## src/rtl/fetch_unit.sv

```systemverilog
// ============================================================================
// fetch_unit -- single-outstanding instruction fetch with redirect and fault
// Rev 1.0
// ============================================================================
`default_nettype none

module fetch_unit #(
  parameter logic [31:0] RESET_PC = 32'h0000_0000
) (
  input  logic        clk,
  input  logic        reset,
  output logic        imem_req,
  output logic [31:0] imem_addr,
  input  logic        imem_gnt,
  input  logic        imem_rvalid,
  input  logic [31:0] imem_rdata,
  output logic [31:0] Instr,
  output logic [31:0] PC,
  output logic [31:0] PCPlus4,
  output logic        InstrValid,
  input  logic        DecodeReady,
  input  logic        PCSrc,
  input  logic [31:0] PCTarget,
  output logic        Fault
);

  localparam logic [31:0] NOP = 32'h0000_0013;

  typedef enum logic [2:0] {
    FETCH = 3'd0,
    WAIT  = 3'd1,
    DRAIN = 3'd2,
    HOLD  = 3'd3,
    HALT  = 3'd4
  } state_t;

  state_t      state, state_next;
  logic [31:0] fetch_pc, fetch_pc_next;
  logic        load_instr;
  logic        clear_valid;
  logic        set_fault;
  logic        redirect;
  logic        misaligned;

  assign redirect   = PCSrc && (state != HALT);
  assign misaligned = |PCTarget[1:0];

  // Reset gating keeps the request low while reset is held, even though state is FETCH.
  assign imem_req  = (state == FETCH) && !PCSrc && !reset;
  assign imem_addr = fetch_pc;

  always_ff @(posedge clk or posedge reset) begin
    if (reset) begin
      state <= FETCH;
    end else begin
      state <= state_next;
    end
  end

  always_comb begin
    state_next    = state;
    fetch_pc_next = fetch_pc;
    load_instr    = 1'b0;
    clear_valid   = 1'b0;
    set_fault     = 1'b0;

    if (redirect && misaligned) begin
      state_next  = HALT;
      clear_valid = 1'b1;
      set_fault   = 1'b1;
    end else if (redirect) begin
      fetch_pc_next = PCTarget;
      clear_valid   = 1'b1;
      // A redirect never cancels an in-flight response; it must still be drained.
      case (state)
        WAIT, DRAIN: state_next = imem_rvalid ? FETCH : DRAIN;
        default:     state_next = FETCH;
      endcase
    end else begin
      case (state)
        FETCH: begin
          if (imem_gnt) begin
            state_next = WAIT;
          end
        end
        WAIT: begin
          if (imem_rvalid) begin
            load_instr = 1'b1;
            state_next = HOLD;
          end
        end
        DRAIN: begin
          if (imem_rvalid) begin
            state_next = FETCH;
          end
        end
        HOLD: begin
          if (InstrValid && DecodeReady) begin
            clear_valid   = 1'b1;
            fetch_pc_next = fetch_pc + 32'd4;
            state_next    = FETCH;
          end
        end
        HALT: begin
          state_next = HALT;
        end
        default: begin
          state_next = FETCH;
        end
      endcase
    end
  end

  always_ff @(posedge clk or posedge reset) begin
    if (reset) begin
      fetch_pc   <= RESET_PC;
      Instr      <= NOP;
      PC         <= RESET_PC;
      PCPlus4    <= RESET_PC + 32'd4;
      InstrValid <= 1'b0;
      Fault      <= 1'b0;
    end else begin
      fetch_pc <= fetch_pc_next;
      if (load_instr) begin
        Instr      <= imem_rdata;
        PC         <= fetch_pc;
        PCPlus4    <= fetch_pc + 32'd4;
        InstrValid <= 1'b1;
      end else if (clear_valid) begin
        InstrValid <= 1'b0;
      end
      if (set_fault) begin
        Fault <= 1'b1;
      end
    end
  end

endmodule

`default_nettype wire

```

## config.mk

```make
export PLATFORM = sky130hd
export DESIGN_NAME = fetch_unit
export DESIGN_NICKNAME = d
export VERILOG_FILES = /design/src/rtl/fetch_unit.sv
export SDC_FILE = /design/constraint.sdc
export NUM_CORES = 1
export LEC_CHECK = 0
export CAP_MARGIN = 20
export CORE_UTILIZATION = 25
export CTS_BUF_LIST = sky130_fd_sc_hd__clkbuf_8
export CTS_CLUSTER_SIZE = 25
export DETAILED_ROUTE_END_ITERATION = 10
export PLACE_DENSITY = 0.6
export SYNTH_ARGS = -nofsm -noshare
export SYNTH_HDL_FRONTEND = slang
export SYNTH_SLANG_ARGS = --single-unit
```

## constraint.sdc

```tcl
create_clock -name clk -period 8.6 [get_ports clk]
set_input_delay 1.72 -clock clk [delete_from_list [all_inputs] [get_ports clk]]
set_output_delay 1.72 -clock clk [all_outputs]
set_load 0.02 [all_outputs]
```

# After elaboration in Yosys (flattened, before gate mapping)
# Cells that the tools add are included.
# W data, S select, Z words.
[word_totals] inputBits=70 regBits=133 word_cells=56 out_inout_bits=131
[classes] addsub=1 reduce_logical=15 n_eq_ne=9 bitwise_logic=1 muxes=23
[op_table] operator="$mux W32" count=3
[op_table] operator="$add A32 B3 Y32 const B" count=1
[op_table] operator="$mux W3" count=6
[op_table] operator="$pmux W3 S5" count=1
[op_table] operator="$ne A4 B4 Y1 const B" count=3
[op_table] operator="$mux W1" count=11
[op_table] operator="$eq A3 B2 Y1 const B" count=2
[op_table] operator="$reduce_bool A2 Y1" count=3
[op_table] operator="$logic_and A1 B1 Y1" count=5
[op_table] operator="$mux W2" count=2
[op_table] operator="$ne A4 B3 Y1 const B" count=1
[op_table] operator="$reduce_and A4 Y1" count=1
[op_table] operator="$reduce_or A2 Y1" count=2
[op_table] operator="$eq A3 B1 Y1 const B" count=1
[op_table] operator="$eq A3 B3 Y1 const B" count=1
[op_table] operator="$logic_not A3 Y1" count=1
[op_table] operator="$ne A3 B3 Y1 const B" count=1
[op_table] operator="$reduce_and A3 Y1" count=1
[op_table] operator="$logic_not A1 Y1" count=2
[op_table] operator="$not A1 Y1" count=1

# Longest topological paths before layout
[logic_depth] word_depth=7 depth_mapped=7 depth_no_buf=6

# Worst setup path before layout
# Ideal clock, no wire load.
[synth_path] kind="input -> output" from="input port PCSrc" to="output port imem_req" path_slack_ns=4.123 t_arrival_ns=2.757 t_required_ns=6.880 stages=3 path_buffers=1 cell_sequence="clkbuf_1 nor2_1 nor4b_1"
[synth_via] elab_chain_len=3
[synth_lines] item="from (decl)" line_no="22" rtl="input logic PCSrc,"
[synth_lines] item="$logic_not A1 Y1" line_no="49" rtl="assign imem_req = (state == FETCH) && !PCSrc && !reset;"
[synth_lines] item="$logic_and A1 B1 Y1 (2 in series)" line_no="49"
[synth_lines] item="to (decl)" line_no="12" rtl="output logic imem_req,"
# Every way passes these cells.

# Final worst setup path
# Ends and elaborated chain as after synthesis.

==> results.toml <==
[setup_path]
cp_max_fo = 9
rr_endpoint = "imem_addr[16]$_DFFE_PP0P_"
cp.required_ps = 6880
critPathMostFrequentCell = "clkdlybuf4s50_1"
r2r-start = "state[0]$_DFFE_PP0P_"
start_kind = "primary input"
reg2regPathDepth = 6
worst_setup_path_end_kind = "primary output"
critical_path_class = "in2out"
reg2reg_slack_ps = 5820
critical-path-slowest-cell = "clkdlybuf4s50_1"
arrival_ps = 3520
slowest_delay_ps = 660
crit_chain = "clkdlybuf4s50_1 -> nor2_1 -> nor4b_1 -> clkdlybuf4s50_1"

[routing]
drt_wl_total_um = 18670
firstDrtPassIters = 4
num_vias = 5346
drcViolationCount = 0
routedWlPerCell_um = 15.72
ant_nets = 0
drtIter0Drc = 297
vias_per_cell = 4.500

[pwr]
ir_worst_vdd_uv = 77.47
totalPowerFinal_w = 0.001305
leakage_nw = 3.791
powerDensity_nw_per_um2 = 149.4

[min_path]
min_path_cells = 2
hp-class = "reg2reg"
whs_endpoint = "Instr[0]$_DFFE_PP1P_"
min_from = "Instr[0]$_DFFE_PP1P_"

[timing]
relSlewSlack_pct = 34.42
finalSetupTns_ps = 0
worst_slew_pin_slew_ps = 983.7
finalClockSkew_ps = 8.506
final-hold-violation-count = 0
finalSetupViolations = 0
fin_ws_ps = 3355
rsz0062_at_grt = "false"
final.min_clock_period_ps = 5245
finalMaxSlewViolations = 0
finalCritPeriodShare_pct = 60.99
fmax_mhz = 190.7

[clock_tree]
clockBufferDepth = 2
h-tree-depth = 4
clk_pin_slew_ps = 80
post_cts_buffers = 0
cts_tree = "done"
cts_root_buffer = "clkbuf_8"
cts.hold.buffers_added = 0
clock_latency_ps = 440
cts_made_buffers = 17
ctsResizeCount = 0
clock_sinks = 131

[logic_synthesis]
synth_xor_xnor_area_share_pct = 3.785
synth_edf_count = 0
synth_mux_area_share_pct = 0.6862
synth_top_cell_by_area = "dfrtp_1"
ys_top_cells_by_area = "dfrtp_1 (53%), nand2_1 (16%), o21ai_0 (3.1%), xor2_1 (2.3%), a21oi_1 (2.1%)"
synth_seq_cells = 131
syn_inst = 674
seq_area_frac_synth_pct = 54.56
synth_area_sq_um = 6017
synth_top_cell_area_share_pct = 52.82
yosysUniqueCellTypes = 55
synthSimpleGateAreaFrac_pct = 25.49
ys.flop_type = "dfrtp_1"
synthAdderAreaFrac_pct = 0.2079
synth_compound_area_share_pct = 12.06
mappedNetlistNets = 745
yosysWarnings = 0
synth_top_family_by_area = "simple AND/OR/NAND/NOR gates"
avgSynthCellArea_sq_um = 8.927
synthArstFlopShare_pct = 100.0

[flow_run]
drv_cap = 0

[die]
rows = 56
ios = 201
die_h_um = 157.1
core_sq_um = 23540
dieArea_sq_um = 24690
die_w_um = 157.1
start_util_pct = 25.56

[finish]
fill_cells = 2440
fin_nets = 925
drive_above_1_share_pct = 7.036
post-route-util_pct = 37.11
areaGrowthSynthToFinish_pct = 45.19

[place]
dp_hpwl_um = 12700
port_buffers = 200
dp_worst_setup_slack_ps = 3347
gp_congestion = 0.7241

[global_route]
antenna_found_initial = 2
gr-total-overflow = 0
grt_pass1_wl_um = 29550
grt_pass1_vias = 5351
grtUsageTotal_pct = 15.65
grt_max_degree = 82

[outcome]
run_status = "finished, final reports clean"
-- worst max path at each step --
stage | to | depth (start not counted) | start | slack [ps]
floorplan | Fault$_DFFE_PP0P_ | 1 | reset | 3390
detailed placement | imem_req | 4 | PCSrc | 3350
CTS | imem_req | 4 | PCSrc | 3340
finish | imem_req | 4 | PCSrc | 3360
global placement | imem_req | 4 | PCSrc | 3370
global route | imem_req | 4 | PCSrc | 3270
-- Yosys cell counts, drive strengths merged, types with 2 or more instances --
library cell  number
nand2            257
dfrtp            127
o21ai             41
clkbuf            31
a21oi             26
nor2              23
nand3             20
xor2              16
buf               13
o22ai             13
xnor2             10
a2bb2oi            9
nor3               9
nand4              8
a22oi              6
and2               6
nor4               5
dfstp              4
nor2b              4
o21a               4
or3                4
a31oi              3
and3               3
and4               3
inv                3
mux2i              3
o2bb2ai            3
a311oi             2
o22a               2
or4                2
-- flip-flops by register name (all words and copies together), names as in the netlist --
signal / count
Instr: 32
PC: 32
imem_addr: 32
PCPlus4: 30
state: 3
Fault: 1
InstrValid: 1
-- stage by stage --
stage	hold WS, ps	instances	cell area, sq um
final	464.4	1188	8736
after global routing	487.6	1186	8731
after CTS	472.0	1186	8731
after detailed placement	460.2	1154	8302
after global placement	448.0	1154	8302
after floorplan	453.7	674	6017
-- routing by layer --
layer  GRT usage [%]  wire [um]
met1           19.71       8431
met5               0          0
met3           5.562       1540
met4           4.438        205
met2           25.19       8498
-- report_power, final --
group	switching, W	leakage (nW)	internal (W)
clock network	0.000259	0.205	0.000310
logic	0.0000431	1.81	0.0000526
registers	0.0000173	1.78	0.000623
total	0.000319	3.79	0.000986
-- logic make-up (layout without fill, tap and decap cells) --
group	count (synthesis)	count (layout)
compound gates	116	116
xor+xnor	26	26
fa+ha+maj	1	1
buf+inv	47	240
flops	131	131
mux	4	4
other cells	0	2
simple gates	349	349
-- critical path: cells and delay by family --
| kind | cells | cell delay, ps |
|---|---|---|
| simple gates | 2 | 580 |
| buf+inv | 2 | 1230 |
-- layout make-up --
class | instances | area, sq um | area share [%]
Tap cell | 319 | 399.1 | 4.569
Multi-Input combinational cell | 496 | 2564 | 29.35
Timing Repair Buffer | 205 | 2039 | 23.35
Antenna cell | 2 | 5.005 | 0.05729
Clock buffer | 20 | 275.3 | 3.151
Sequential cell | 131 | 3283 | 37.58
Inverter | 3 | 16.27 | 0.1862
Clock inverter | 12 | 153.9 | 1.762
-- cell usage in the layout (no fill, tap or decap), drive strengths merged, types with 2 or more instances in the layout --
cell,instances
a21oi,26
a22oi,6
a2bb2oi,9
a311oi,2
a31oi,3
and2,6
and3,3
and4,3
buf,5
bufinv,3
clkbuf,20
clkdlybuf4s50,200
clkinvlp,5
dfrtp,127
dfstp,4
diode,2
inv,6
mux2i,3
nand2,257
nand3,20
nand4,8
nor2,23
nor2b,4
nor3,9
nor4,5
o21a,4
o21ai,41
o22a,2
o22ai,13
o2bb2ai,3
or3,4
or4,2
xnor2,10
xor2,16
No activity file was read; power rests on OpenSTA's default activity.
